## src/rtl/mem_store_ctrl.sv

```systemverilog
// Store-path controller: places store data on byte lanes and issues one or two
// word-aligned write beats, splitting stores that cross a word boundary.
module mem_store_ctrl #(
  parameter bit ALLOW_MISALIGNED = 1'b1
) (
  input  logic        iCLK,
  input  logic        iRST_n,
  input  logic        iValid,
  output logic        oReady,
  input  logic [31:0] iAddr,
  input  logic [2:0]  iFunct3,
  input  logic [31:0] iData,
  output logic        oMemWrite,
  output logic [31:0] oMemAddr,
  output logic [31:0] oMemWData,
  output logic [3:0]  oMemByteEn,
  input  logic        iMemAck,
  output logic        oDone,
  output logic        oError,
  output logic [1:0]  dbg_state
);

  typedef enum logic [1:0] {
    IDLE  = 2'd0,
    BEAT0 = 2'd1,
    BEAT1 = 2'd2,
    RESP  = 2'd3
  } state_t;

  // Handshake: a request is consumed on a rising edge where oReady=1 and
  // iValid=1; a write beat completes on a rising edge where oMemWrite=1 and
  // iMemAck=1, and all beat fields hold steady until then.

  state_t      state_q, state_d;
  logic [29:0] word_q;
  logic [7:0]  be_q;
  logic [63:0] data_q;
  logic        err_q;

  logic [1:0]  off;
  logic [3:0]  mask;
  logic [31:0] lane_data;
  logic        legal;
  logic        misaligned;
  logic        fault;
  logic [7:0]  be8;
  logic [63:0] data64;

  // Lane placement of the incoming request; unused bytes of rs2 are zeroed so
  // that disabled lanes carry 0.
  always_comb begin
    off        = iAddr[1:0];
    mask       = 4'b0000;
    lane_data  = 32'h0;
    legal      = 1'b1;
    case (iFunct3)
      3'b000:  begin mask = 4'b0001; lane_data = {24'h0, iData[7:0]};  end
      3'b001:  begin mask = 4'b0011; lane_data = {16'h0, iData[15:0]}; end
      3'b010:  begin mask = 4'b1111; lane_data = iData;                end
      default: legal = 1'b0;
    endcase
    misaligned = ((iFunct3 == 3'b001) && off[0]) ||
                 ((iFunct3 == 3'b010) && (off != 2'b00));
    fault      = !legal || (!ALLOW_MISALIGNED && misaligned);
    be8        = {4'b0000, mask} << off;
    data64     = {32'h0, lane_data} << {off, 3'b000};
  end

  always_comb begin
    state_d = state_q;
    case (state_q)
      IDLE:    if (iValid) state_d = fault ? RESP : BEAT0;
      BEAT0:   if (iMemAck) state_d = (|be_q[7:4]) ? BEAT1 : RESP;
      BEAT1:   if (iMemAck) state_d = RESP;
      RESP:    state_d = IDLE;
      default: state_d = IDLE;
    endcase
  end

  always_ff @(posedge iCLK) begin
    if (!iRST_n) begin
      state_q <= IDLE;
      word_q  <= 30'h0;
      be_q    <= 8'h0;
      data_q  <= 64'h0;
      err_q   <= 1'b0;
    end else begin
      state_q <= state_d;
      if (state_q == IDLE && iValid) begin
        word_q <= iAddr[31:2];
        be_q   <= fault ? 8'h0 : be8;
        data_q <= fault ? 64'h0 : data64;
        err_q  <= fault;
      end
    end
  end

  // Outputs depend only on state and captured fields, never on live inputs.
  always_comb begin
    oReady     = (state_q == IDLE);
    oMemWrite  = 1'b0;
    oMemAddr   = 32'h0;
    oMemWData  = 32'h0;
    oMemByteEn = 4'h0;
    oDone      = (state_q == RESP);
    oError     = (state_q == RESP) && err_q;
    dbg_state  = state_q;
    if (state_q == BEAT0) begin
      oMemWrite  = 1'b1;
      oMemAddr   = {word_q, 2'b00};
      oMemWData  = data_q[31:0];
      oMemByteEn = be_q[3:0];
    end else if (state_q == BEAT1) begin
      oMemWrite  = 1'b1;
      oMemAddr   = {word_q + 30'd1, 2'b00};
      oMemWData  = data_q[63:32];
      oMemByteEn = be_q[7:4];
    end
  end

endmodule

```

## config.mk

```make
export PLATFORM = sky130hd
export DESIGN_NAME = mem_store_ctrl
export DESIGN_NICKNAME = d
export VERILOG_FILES = /design/src/rtl/mem_store_ctrl.sv
export SDC_FILE = /design/constraint.sdc
export NUM_CORES = 1
export LEC_CHECK = 0
export CORE_ASPECT_RATIO = 1.2
export CORE_MARGIN = 2
export CORE_UTILIZATION = 50
export CTS_BUF_LIST = sky130_fd_sc_hd__clkbuf_8
export CTS_CLUSTER_DIAMETER = 200
export DETAILED_ROUTE_END_ITERATION = 8
export PLACE_DENSITY = 0.83
export SKIP_CTS_REPAIR_TIMING = 1
export SLEW_MARGIN = 20
export SYNTH_ARGS = -nofsm -noshare
export SYNTH_HDL_FRONTEND = slang
export SYNTH_SLANG_ARGS = --single-unit
```

## constraint.sdc

```tcl
create_clock -name iCLK -period 3.2 [get_ports iCLK]
set_clock_uncertainty 0.2 [all_clocks]
set_input_delay 0.48 -clock iCLK [delete_from_list [all_inputs] [get_ports iCLK]]
set_output_delay 0.48 -clock iCLK [all_outputs]
set_load 0.01 [all_outputs]
```

==> flow_summary_export.csv, run 1 <==
group,metric,value,unit
grt,antenna_found_initial,0,
detailed_routing,drt_pass1_iterations,5,
logic_synthesis,syn_inst,708,
placed_design,dpl_cell_area,6933,sq um
logic_synthesis,async_flop_share,0,%
detailed_routing,num_vias,6049,
grt,grt_use_total,29.17,%
hold_path,holdPathEnd,"be_q[3]$_SDFFE_PN0P_",
cts,cts_root_buf,"clkbuf_8",
sta,worst_pin_slew,661.3,ps
cts,h-tree-depth,3,
detailed_routing,wl_per_cell,18.50,um
die,core-area,10410,sq um
hold_path,hold_path_depth,2,
sta,fin_crit_sh,103.7,%
worst_setup_path,cp.arrival,2640,ps
sta,max_clock_freq,0.3014,GHz
logic_synthesis,synth.most_common_cell,"nand2_1",
logic_synthesis,synth.distinct_cells,53,
outcome,failed_checks,"setup timing",
sta,setup_tns,-514.6,ps
logic_synthesis,synth_seq_cells,96,
layout,num_antenna_cells,0,
worst_setup_path,ff2ff_path_depth,8,
worst_setup_path,worstSetupPathType,"reg2out",
power,p_leak,0.002807,uW
sta,final.min_clock_period,3318,ps
worst_setup_path,regToRegEndpoint,"data_q[38]$_SDFFE_PN0P_",
hold_path,hp-class,"reg2reg",
die,die_y,116.9,um
power,powerDensity,504.2,nW/um^2
placed_design,place.gp.congestion,0.9788,
detailed_routing,routed_wl,18180,um
cts,numCtsBuffers,9,
logic_synthesis,synth_top_area_share,36.21,%
logic_synthesis,netlist_area,5308,sq um
cts,cts_sinks,96,
detailed_routing,drtIter0Drc,451,
worst_setup_path,required,2520,ps
worst_setup_path,end_kind,"output pin",
die,ios,145,
die,start_util,50.97,%
worst_setup_path,reg2reg_slack,530,ps
sta,hold_viol,0,
cts,path_clk_slew,90,ps
layout,drive_gt1_share,12.41,%
sta,setup_viol,9,
sta,fin_hold_ws,259.8,ps
layout,final_cells,983,
worst_setup_path,worstSetupStartpointType,"register",
layout,design_area,7340,sq um
logic_synthesis,synth_top_area_cell,"dfxtp_1",
job,drv_cap,0,
placed_design,port_buffers,142,
cts,cts_tree,"built",
sta,layout_setup_ws,-117.6,ps
placed_design,hpwlAfterDp,12800,um
power,power.total,3701,uW
die,num_rows,41,
grt,grt_max_degree,74,
layout,fillCellCount,805,
logic_synthesis,avgSynthCellArea,7.497,sq um
outcome,status,"complete, but fails checks",
grt,grt_pass1_wl,26800,um
detailed_routing,drtAntennaViolNets,0,
sta,drv_slew,0,
sta,rsz0062_at_grt,"yes",
logic_synthesis,synth_common_cells,"nand2_1 (142), dfxtp_1 (96), a21oi_1 (60)",
hold_path,hp-start,"be_q[3]$_SDFFE_PN0P_",
power,ir_worst_vdd,319.3,uV
layout,area_growth,38.28,%
cts,clk_latency,370,ps
logic_synthesis,yosys-top-cells-area,"dfxtp_1 (36%), nand2_1 (10%), a21oi_1 (5.7%)",
cts,ctsLongestPathBuffers,2,
worst_setup_path,reg2reg_from,"dbg_state[0]$_SDFFE_PN0P_",
logic_synthesis,synth-edff-count,0,
detailed_routing,viasPerCell,6.154,
grt,grt_pass1_vias,5433,
die,dieWidth,98.06,um
die,die_area,11460,sq um
worst_setup_path,path_max_fanout,5,
logic_synthesis,synth_ff_type,"dfxtp_1",
logic_synthesis,ys_seq_area_share,36.21,%
layout,final_nets,925,
placed_design,placed_cells,955,
detailed_routing,drc,0,
sta,relSlewSlack,55.82,%
grt,grt-ovfl-total,0,
logic_synthesis,yosys_warnings,0,
-- critical path, cell delays in order, from the launching register on --
cell and delay, ps:
dfxtp_2 350, inv_2 50, ha_4 150, nand3b_1 260
or4_4 500, buf_6 140, buf_6 110, or4_1 390
a21oi_1 160, clkbuf_2 150
-- layout by cell type, fill, tap and decap left out, drive strengths merged, types with 15 or more instances in the layout --
cell type	Yosys	layout
buf	11	50
o21ai	51	51
nor2	41	41
a21oi	61	61
nand2	142	142
a22oi	15	15
a22o	18	18
dfxtp	96	96
nand3	16	16
clkdlybuf4s50	0	124
and2	29	29
nor3	17	17
-- report_power, final --
part / internal, uW / switching [uW]
Clock: 466 / 434
Sequential: 1310 / 117
Combinational: 560 / 814
-- worst max path at each step --
stage                              startpoint            to  depth (start not counted)
detailed placement     word_q[5]$_SDFFE_PN0P_  oMemAddr[28]                          5
global route        dbg_state[1]$_SDFFE_PN0P_  oMemAddr[27]                          9
finish              dbg_state[1]$_SDFFE_PN0P_  oMemAddr[23]                          9
floorplan           dbg_state[1]$_SDFFE_PN0P_  oMemAddr[29]                          7
global placement    dbg_state[1]$_SDFFE_PN0P_  oMemAddr[26]                          7
CTS                    word_q[5]$_SDFFE_PN0P_  oMemAddr[28]                          5
-- metal layers --
layer	routed length (um)	up-vias	global-route usage, %
li1	-	2802	-
met1	6955	2791	33.89
met5	0	-	0
met4	1093	0	16.76
met3	1432	84	5.285
met2	8699	372	50.96
-- logic make-up (layout without fill, tap and decap cells) --
group,Yosys count,after routing,synth area share (%)
and+or+nand+nor,302,303,27.30
buffers and inverters,71,215,5.328
adders and majority gates,5,5,1.179
AOI/OAI and AO/OA,205,205,24.68
DFF,96,96,36.21
other,1,2,0.07065
xor gates and xnor gates,10,10,1.650
muxes,18,18,3.583
-- flip-flops by register name (all words and copies together) (netlist names) --
name,count
be_q,7
data_q,56
dbg_state,2
err_q,1
word_q,30
-- through the flow --
stage	worst slack, ps	util (%)
after global routing	-197.8	70.48
final	-117.6	70.48
after CTS	-450.4	68.76
after floorplan	356.1	-
after global placement	81.54	66.57
after detailed placement	-34.05	66.57
-- area by class of cell --
| type | instances | area [sq um] | share of cell area, % |
|---|---|---|---|
| Multi-Input combinational cell | 543 | 3186 | 43.40 |
| Sequential cell | 96 | 1927 | 26.25 |
| Timing Repair Buffer | 188 | 1797 | 24.48 |
| Tap cell | 129 | 161.4 | 2.199 |
| Clock buffer | 10 | 137.6 | 1.875 |
| Clock inverter | 6 | 90.09 | 1.227 |
| Inverter | 11 | 41.29 | 0.5626 |
(Power assumes the default switching activity.)
==> inputs of run 2 (changes only) <==
--- a/config.mk
+++ b/config.mk
@@ -5,7 +5,7 @@
 export SDC_FILE = /design/constraint.sdc
 export NUM_CORES = 1
 export LEC_CHECK = 0
-export CORE_ASPECT_RATIO = 1.2
+export CORE_ASPECT_RATIO = 1.25
 export CORE_MARGIN = 2
 export CORE_UTILIZATION = 50
 export CTS_BUF_LIST = sky130_fd_sc_hd__clkbuf_8
==> flow_summary_export.csv, run 2 (synthesis results as in run 1) <==
group,metric,value,unit
outcome,status,"complete, but fails checks",
outcome,failed_checks,"setup timing",
detailed_routing,met3_length,1423,um
layout,largest_reg_flops,56,
layout,fillCellCount,816,
layout,regArea,1928,sq um
layout,multi_input_area,3183,sq um
detailed_routing,drtIter0Drc,460,
sta,setup_viol,2,
detailed_routing,drtAntennaViolNets,0,
sta,max_clock_freq,0.3116,GHz
cts,cts_root_buf,"clkbuf_8",
worst_setup_path,required,2520,ps
cts,ctsLongestPathBuffers,2,
cts,cts_tree,"built",
layout,final_common_cell,"nand2_1",
die,num_rows,42,
placed_design,preCtsSetupSlack,-36.22,ps
worst_setup_path,path_max_fanout,5,
worst_setup_path,worstSetupPathType,"reg2out",
layout,num_antenna_cells,0,
sta,final.min_clock_period,3210,ps
power,ir_worst_vdd,300.0,uV
cts,numCtsBuffers,9,
job,drv_cap,0,
detailed_routing,wl_met2,8792,um
die,ios,145,
placed_design,hpwlAfterDp,12610,um
placed_design,dpl_cell_area,6924,sq um
grt,grt_pass1_wl,27080,um
sta,hold_viol,0,
sta,relSlewSlack,51.57,%
placed_design,place.gp.congestion,0.9940,
sta,worst_pin_slew,725.0,ps
power,powerDensity,488.7,nW/um^2
grt,antenna_found_initial,0,
detailed_routing,num_vias,5968,
sta,rsz0062_at_grt,"yes",
die,start_util,50.75,%
die,dieWidth,96.15,um
layout,drive_gt1_share,11.74,%
cts,cts_sinks,96,
detailed_routing,viasPerCell,6.065,
layout,design_area,7308,sq um
worst_setup_path,end_kind,"output pin",
detailed_routing,wl_met1,6785,um
cts,clk_latency,370,ps
sta,drv_slew,0,
layout,final_cells,984,
layout,area_growth,37.69,%
layout,reg.largest.list,"data_q: 56 flops, word_q: 30 flops, be_q: 7 flops",
layout,regMostFlops,"data_q",
grt,grt_use_total,30.18,%
placed_design,port_buffers,142,
die,die_area,11460,sq um
grt,grt_max_degree,74,
grt,grt-ovfl-total,0,
cts,h-tree-depth,3,
sta,fin_crit_sh,100.3,%
grt,grt_pass1_vias,5581,
detailed_routing,drc,0,
placed_design,placed_cells,958,
hold_path,hp-class,"reg2reg",
detailed_routing,highest_layer,"met4",
sta,layout_setup_ws,-9.717,ps
layout,layout_common_cells,"nand2_1 (141), clkdlybuf4s50_1 (124), dfxtp_1 (91)",
power,p_leak,0.002833,uW
worst_setup_path,cp.arrival,2530,ps
detailed_routing,wl_per_cell,18.18,um
die,core-area,10460,sq um
cts,path_clk_slew,90,ps
power,power.total,3571,uW
sta,fin_hold_ws,252.0,ps
detailed_routing,routed_wl,17890,um
worst_setup_path,worstSetupStartpointType,"register",
detailed_routing,drt_pass1_iterations,8,
die,die_y,119.2,um
layout,final_nets,925,
==> run 2: cell count changes in the layout (fill, tap and decap cells not counted), sizes merged <==
cell          change
bufinv            -1
clkbuf            -2
dlymetal6s2s      +3
inv               -2
==> run 2: layout make-up <==
class / instances / share of cell area (%)
multi-input cells: 543 / 43.55
flip-flops and latches: 96 / 26.38
repair buffers: 188 / 24.58
well taps: 132 / 2.260
clock buffers: 11 / 2.072
clock inverters: 3 / 0.5821
inverters: 11 / 0.5650
==> run 2: power by group <==
group,switching [uW],internal (uW)
combinational,797,548
sequential,112,1310
clock,409,394
total,1320,2250
==> run 2: final timing paths <==
path	start	endpoint	slack, ps	cells past startpoint
setup / recovery	dbg_state[1]$_SDFFE_PN0P_	oMemAddr[26]	-10	8
hold / removal	be_q[3]$_SDFFE_PN0P_	be_q[3]$_SDFFE_PN0P_	250	2
setup reg to reg	dbg_state[0]$_SDFFE_PN0P_	data_q[2]$_SDFFE_PN0P_	620	9
hold reg to reg	be_q[3]$_SDFFE_PN0P_	be_q[3]$_SDFFE_PN0P_	250	2
==> run 2: layer usage <==
layer	global-route usage, %	up-vias
met5	0	-
li1	-	2791
met1	36.77	2766
met3	4.934	66
met2	49.13	345
met4	17.59	0
==> run 2: through the flow <==
| step | utilization [%] | TNS [ps] |
|---|---|---|
| 2_1_floorplan | - | 0 |
| 3_3_place_gp | 66.21 | 0 |
| 3_5_place_dp | 66.21 | -36.22 |
| 4_1_cts | 68.07 | -4632 |
| 5_1_grt | 69.89 | -476.9 |
| 6_report | 69.89 | -10.85 |
==> run 2: critical path, stage by stage, from the launching register on <==
cell      delay, ps
dfxtp_2         340
inv_2            50
ha_4            160
nand3b_1        220
or4_4           570
buf_6           150
or4_4           420
a21oi_2         130
buf_2           140
